==> config.mk <==
export PLATFORM = sky130hd
export DESIGN_NAME = if_fetch_queue
export DESIGN_NICKNAME = d
export VERILOG_FILES = /design/src/rtl/if_pkg.sv /design/src/rtl/if_fifo.sv /design/src/rtl/if_fetch_queue.sv
export SDC_FILE = /design/constraint.sdc
export NUM_CORES = 1
export LEC_CHECK = 0
export CAP_MARGIN = 5
export CORE_AREA = 2 2 180 182
export CTS_CLUSTER_DIAMETER = 80
export DETAILED_ROUTE_END_ITERATION = 6
export DIE_AREA = 0 0 182 184
export PLACE_DENSITY = 0.64
export RECOVER_POWER = 25
export SETUP_SLACK_MARGIN = 0.3
export SYNTH_ARGS = -nofsm -noshare
export SYNTH_HDL_FRONTEND = slang
export SYNTH_SLANG_ARGS = --single-unit
export TNS_END_PERCENT = 10
==> constraint.sdc <==
create_clock -name clk -period 8.15 [get_ports clk]
set_input_delay 1.63 -clock clk [delete_from_list [all_inputs] [get_ports clk]]
set_output_delay 1.63 -clock clk [all_outputs]
set_load 0.005 [all_outputs]
==> src/rtl/if_pkg.sv <==
// Shared types and constants for the instruction-fetch queue.
package if_pkg;

    localparam int XLEN_DEF = 32;
    localparam logic [31:0] INSTR_NOP = 32'h0000_0000;

    typedef enum logic [1:0] {
        IDLE = 2'd0,
        WAIT = 2'd1,
        DROP = 2'd2
    } fetch_state_e;

    typedef struct packed {
        logic [XLEN_DEF-1:0] pc;
        logic [XLEN_DEF-1:0] instr;
        logic                misalign;
    } if_entry_t;

endpackage

==> src/rtl/if_fifo.sv <==
// Synchronous in-order FIFO; clear drops all entries and wins over push/pop.
module if_fifo #(
    parameter int DEPTH = 4,
    parameter int W     = 64
) (
    input  logic                     clk,
    input  logic                     reset,
    input  logic                     push_i,
    input  logic                     pop_i,
    input  logic                     clear_i,
    input  logic [W-1:0]             wdata_i,
    output logic [W-1:0]             rdata_o,
    output logic [$clog2(DEPTH):0]   count_o,
    output logic                     full_o,
    output logic                     empty_o
);
    localparam int AW = $clog2(DEPTH);

    logic [W-1:0]  mem_q [DEPTH];
    logic [AW-1:0] wr_ptr_q, rd_ptr_q;
    logic [AW:0]   count_q;
    logic          do_push, do_pop;

    assign full_o  = (count_q == (AW+1)'(DEPTH));
    assign empty_o = (count_q == '0);
    assign count_o = count_q;
    assign rdata_o = mem_q[rd_ptr_q];
    assign do_push = push_i && !full_o;
    assign do_pop  = pop_i && !empty_o;

    always_ff @(posedge clk) begin
        if (reset || clear_i) begin
            wr_ptr_q <= '0;
            rd_ptr_q <= '0;
            count_q  <= '0;
        end else begin
            if (do_push) wr_ptr_q <= wr_ptr_q + 1'b1;
            if (do_pop)  rd_ptr_q <= rd_ptr_q + 1'b1;
            case ({do_push, do_pop})
                2'b10:   count_q <= count_q + 1'b1;
                2'b01:   count_q <= count_q - 1'b1;
                default: count_q <= count_q;
            endcase
        end
    end

    always_ff @(posedge clk) begin
        if (do_push && !clear_i && !reset) mem_q[wr_ptr_q] <= wdata_i;
    end

endmodule

==> src/rtl/if_fetch_queue.sv <==
// Fetch stage: one outstanding imem read, results queued in order for decode.
// IF_FETCH_ALIGN_CHK_EN: misaligned PCs become marker entries instead of reads.
//
// state | meaning
// IDLE  | may request a read for pc_in when the queue has room
// WAIT  | read granted, waiting for its response
// DROP  | flushed while waiting; response will be discarded
module if_fetch_queue
    import if_pkg::*;
#(
    parameter int DEPTH = 4,
    parameter int XLEN  = XLEN_DEF
) (
    input  logic            clk,
    input  logic            reset,
    input  logic [XLEN-1:0] pc_in,
    output logic            pc_adv,
    input  logic            flush,
    output logic            imem_req,
    output logic [XLEN-1:0] imem_addr,
    input  logic            imem_gnt,
    input  logic            imem_rvalid,
    input  logic [XLEN-1:0] imem_rdata,
    output logic            dec_valid,
    input  logic            dec_ready,
    output logic [XLEN-1:0] dec_instr,
    output logic [XLEN-1:0] dec_pc,
    output logic            dec_misalign
);
`ifdef IF_FETCH_ALIGN_CHK_EN
    localparam int MB = 1;
`else
    localparam int MB = 0;
`endif
    localparam int EW = 2*XLEN + MB;

    fetch_state_e          state_q;
    logic [XLEN-1:0]       pend_pc_q;
    logic [EW-1:0]         last_q;
    logic [EW-1:0]         head, sel, wdata;
    logic [$clog2(DEPTH):0] count;
    logic                  full, empty;
    logic                  misalign, idle_ok, rsp_push, mis_push, push;

`ifdef IF_FETCH_ALIGN_CHK_EN
    assign misalign = (pc_in[1:0] != 2'b00);
    assign wdata    = rsp_push ? {pend_pc_q, imem_rdata, 1'b0}
                               : {pc_in, XLEN'(INSTR_NOP), 1'b1};
    assign dec_misalign = sel[0];
`else
    assign misalign = 1'b0;
    assign wdata    = {pend_pc_q, imem_rdata};
    assign dec_misalign = 1'b0;
`endif

    assign idle_ok   = (state_q == IDLE) && !reset && !flush && !full;
    assign imem_req  = idle_ok && !misalign;
    assign imem_addr = {pc_in[XLEN-1:2], 2'b00};
    assign rsp_push  = (state_q == WAIT) && imem_rvalid && !flush;
    assign mis_push  = idle_ok && misalign;
    assign push      = rsp_push || mis_push;
    assign pc_adv    = (imem_req && imem_gnt) || mis_push;

    // Empty queue presents the last head seen rather than stale storage.
    assign dec_valid = (count != '0);
    assign sel       = dec_valid ? head : last_q;
    assign dec_pc    = sel[EW-1 -: XLEN];
    assign dec_instr = sel[MB +: XLEN];

    if_fifo #(.DEPTH(DEPTH), .W(EW)) u_fifo (
        .clk     (clk),
        .reset   (reset),
        .push_i  (push),
        .pop_i   (dec_valid && dec_ready),
        .clear_i (flush),
        .wdata_i (wdata),
        .rdata_o (head),
        .count_o (count),
        .full_o  (full),
        .empty_o (empty)
    );

    always_ff @(posedge clk) begin
        if (reset) begin
            state_q   <= IDLE;
            pend_pc_q <= '0;
            last_q    <= '0;
        end else begin
            if (!empty) last_q <= head;
            case (state_q)
                IDLE: if (imem_req && imem_gnt) begin
                    pend_pc_q <= pc_in;
                    state_q   <= WAIT;
                end
                WAIT: if (imem_rvalid)  state_q <= IDLE;
                      else if (flush)   state_q <= DROP;
                DROP: if (imem_rvalid)  state_q <= IDLE;
                default: state_q <= IDLE;
            endcase
        end
    end

endmodule

==> key figures <==
Routing
  • Via count: between 6000 and 7000
  • Detailed Route Iter0 Violations: 392
  • Routed WL per cell: around 19 microns
  • DRC viols: 0
  • Vias per cell: 5.047
  • Drt pass-1 iters: 4
  • Routed Antenna Nets: 0
  • Routed wire length: between 20000 and 30000 microns

Timing
  • Final hold vios: 0
  • Slew headroom: 0.3265
  • Max Slew Vio Count: 0
  • Hold_ws: slightly below 0.5 ns
  • RSZ-0062 raised after global routing: no
  • Setup_tns: 0 ns
  • # setup viols final: 0
  • Worst-margin pin slew: roughly 1.0 ns
  • Clk_skew: ~0.0076 ns
  • Fin crit period: around 5 ns
  • F_max: around 200 MHz
  • Final Cycle Share: 0.6140

Clocking
  • TritonCTS buffer count: 39
  • Clock Tree Root: clkbuf_16
  • Hold_buf cts: 0
  • H-Tree Depth: 2
  • Clk sinks: 363
  • CTS Buffer Depth: 3
  • CTS tree: built
  • Clock transition at path regs: around 0.05 ns
  • Post-CTS setup buffers: 0
  • Skew-Pair Late Insertion Delay: between 0.5 and 0.6 ns
  • Post-CTS sizing: 0

Placement
  • Routability-driven placement congestion ratio: a little under 0.7
  • Cell count after placement: approximately 1300
  • IO buf count: around 170
  • Final HPWL DP: 14270 microns

GRT
  • Vias in the first global route: around 7000
  • Initial antenna violation count: 0
  • First-pass GRT wire length: 40100 microns
  • Pin count of the biggest net entering global routing: 65
  • Gr usage total: 0.1553
  • Total grt overflow: 0

Logic synthesis
  • Post-synthesis cell area: about 14000 sq um
  • #FFs+latches synth: around 360
  • Yosys cell types: 34
  • Seq/Total Area, Yosys: 0.7015
  • Post-Syn Instances: between 700 and 800
  • Syn Area/Cell: ~19 sq um
  • Ys Warns: 0

Layout
  • Reg area: ~10000 sq um
  • P&R area growth vs syn: 21.92%
  • Ant diodes: 0
  • Multi-input gate area: 3692 sq um
  • Non-filler instance count after layout: 1327
  • Share of cells above drive strength 1: 0.2573
  • Fill count: ~2500
  • NumNets Final: approximately 1000

Die
  • Die H: 184 microns
  • Initial core utilization: 0.4464
  • Core Area: 31390 sq um
  • I/O pin count: between 150 and 200
  • Die width: around 180 microns
  • Std cell rows: 65
  • Die area: 33490 sq um

Power and ir drop
  • Pwr Total: roughly 0.0038 W
  • Pwr dens: between 200 and 250 nW/um^2
  • Maximum VDD drop: 139.0 uV
  • Leak pwr: around 5.8 nW

Worst setup path
  • Required @ worst endpoint: around 6.5 ns
  • R2R cell count: 4
  • Crit path arrival time: between 3 and 4 ns
  • CP Launch Type: flip-flop
  • Setup CP Type: flip-flop to primary output
  • Worst Setup End Kind: primary output
  • Crit-path max FO: 33

Run status
  • Status: complete, no violations

Min path
  • Cells on Worst Hold Path: 0
  • Min-delay worst type: flip-flop to flip-flop

Run
  • MaxCap Viol Count: 0
## layout by cell type (no fill, tap or decap), drive strengths merged, types with 2 or more instances in the layout
master / n
a21oi: 3
o31ai: 2
dfxtp: 107
inv: 8
buf: 13
clkdlybuf4s50: 150
o21ai: 2
bufinv: 4
nor2: 7
clkinv: 7
edfxtp: 256
nor2b: 96
conb: 3
dlygate4sd3: 15
clkbuf: 59
or2: 2
or3: 2
mux4: 64
ha: 5
xor2: 4
mux2: 97
nor3b: 6
## cell type report
type | instances | share of cell area
Timing Repair Buffer | 178 | 0.1024
Sequential cell | 363 | 0.5758
Multi-Input combinational cell | 305 | 0.2161
Clock buffer | 59 | 0.06518
Inverter | 8 | 0.001758
Tap cell | 402 | 0.02944
Clock inverter | 12 | 0.009301
## metrics by stage
step / area [sq um] / utilization / setup slack [ns]
2_1_floorplan: 14020 / - / 0.6060
3_3_place_gp: 15810 / 0.5037 / 3.398
3_5_place_dp: 15810 / 0.5037 / 3.359
4_1_cts: 17080 / 0.5442 / 2.990
5_1_grt: 17080 / 0.5442 / 2.855
6_report: 17080 / 0.5442 / 3.146
## registers in the layout (all words and copies together) (netlist names), named ones only
signal / flops
last_q: 64
pend_pc_q: 32
state_q: 2
u_fifo.count_o: 3
u_fifo.mem_q: 256
u_fifo.rd_ptr_q: 2
u_fifo.wr_ptr_q: 2
## synth_stat cells
master | count | area share
a21oi_1 | 3 | 0.0011
and2_1 | 1 | 0.00045
buf_1 | 1 | 0.00027
buf_2 | 4 | 0.0014
buf_4 | 37 | 0.020
buf_6 | 12 | 0.0096
clkbuf_1 | 15 | 0.0040
conb_1 | 1 | 0.00027
dfxtp_1 | 107 | 0.15
edfxtp_1 | 256 | 0.55
fa_1 | 1 | 0.0014
ha_1 | 5 | 0.0045
inv_1 | 8 | 0.0021
mux2_2 | 48 | 0.039
mux2_4 | 49 | 0.053
mux4_2 | 64 | 0.10
nand2_1 | 1 | 0.00027
nand2b_1 | 1 | 0.00045
nand3_2 | 1 | 0.00071
nand4bb_1 | 1 | 0.00080
nor2_1 | 7 | 0.0019
nor2b_1 | 96 | 0.043
nor3_1 | 1 | 0.00036
nor3b_1 | 6 | 0.0032
nor4_1 | 1 | 0.00045
o21ai_0 | 2 | 0.00071
o311ai_0 | 1 | 0.00063
o31ai_1 | 2 | 0.0011
or2_2 | 2 | 0.00089
or3_1 | 2 | 0.00089
or3b_2 | 1 | 0.00063
or4_1 | 1 | 0.00054
or4b_2 | 1 | 0.00071
xor2_1 | 4 | 0.0025
## power breakdown
group / total (W) / switching [W] / leakage [nW] / internal, W
Clock: 0.00174 / 0.000674 / 0.616 / 0.00107
Combinational: 0.000104 / 0.0000412 / 1.94 / 0.0000626
Sequential: 0.00199 / 0.0000117 / 3.26 / 0.00198
Total: 0.00384 / 0.000727 / 5.81 / 0.00311
## final timing paths
check	startpoint	slack (ns)	endpoint
setup / recovery	flip-flop	3.15	dec_pc[19]
hold / removal	pend_pc_q[28]$_SDFFE_PP0P_	0.49	u_fifo.mem_q[2][60]$_DFFE_PP_
setup reg to reg	flip-flop	5.47	last_q[51]$_SDFFE_PP0N_
hold reg to reg	pend_pc_q[28]$_SDFFE_PP0P_	0.49	u_fifo.mem_q[2][60]$_DFFE_PP_
## layer usage
layer / GRT usage / wire [microns] / vias to the layer above
li1: - / - / 3088
met1: 0.2074 / 11490 / 3395
met2: 0.2624 / 12440 / 176
met3: 0.02932 / 1232 / 39
met4: 0.04194 / 485 / 0
met5: 0 / 0 / -
## kinds of logic after synthesis
kind of cell,after synthesis,share of synthesized area
compound gates,8,0.003482
buf+inv,77,0.03732
flops,363,0.7015
mux,161,0.1939
other cells,1,0.0002676
simple gates,123,0.05509
xor+xnor,4,0.002500
fa+ha+maj,6,0.005893
## worst max-delay path, cell delays in order, from the launching register on
cell and delay [ns]:
dfxtp_4 0.79, buf_4 0.69, mux4_2 0.61, mux2_2 0.30
clkdlybuf4s50_1 0.45
(Power assumes the default switching activity.)
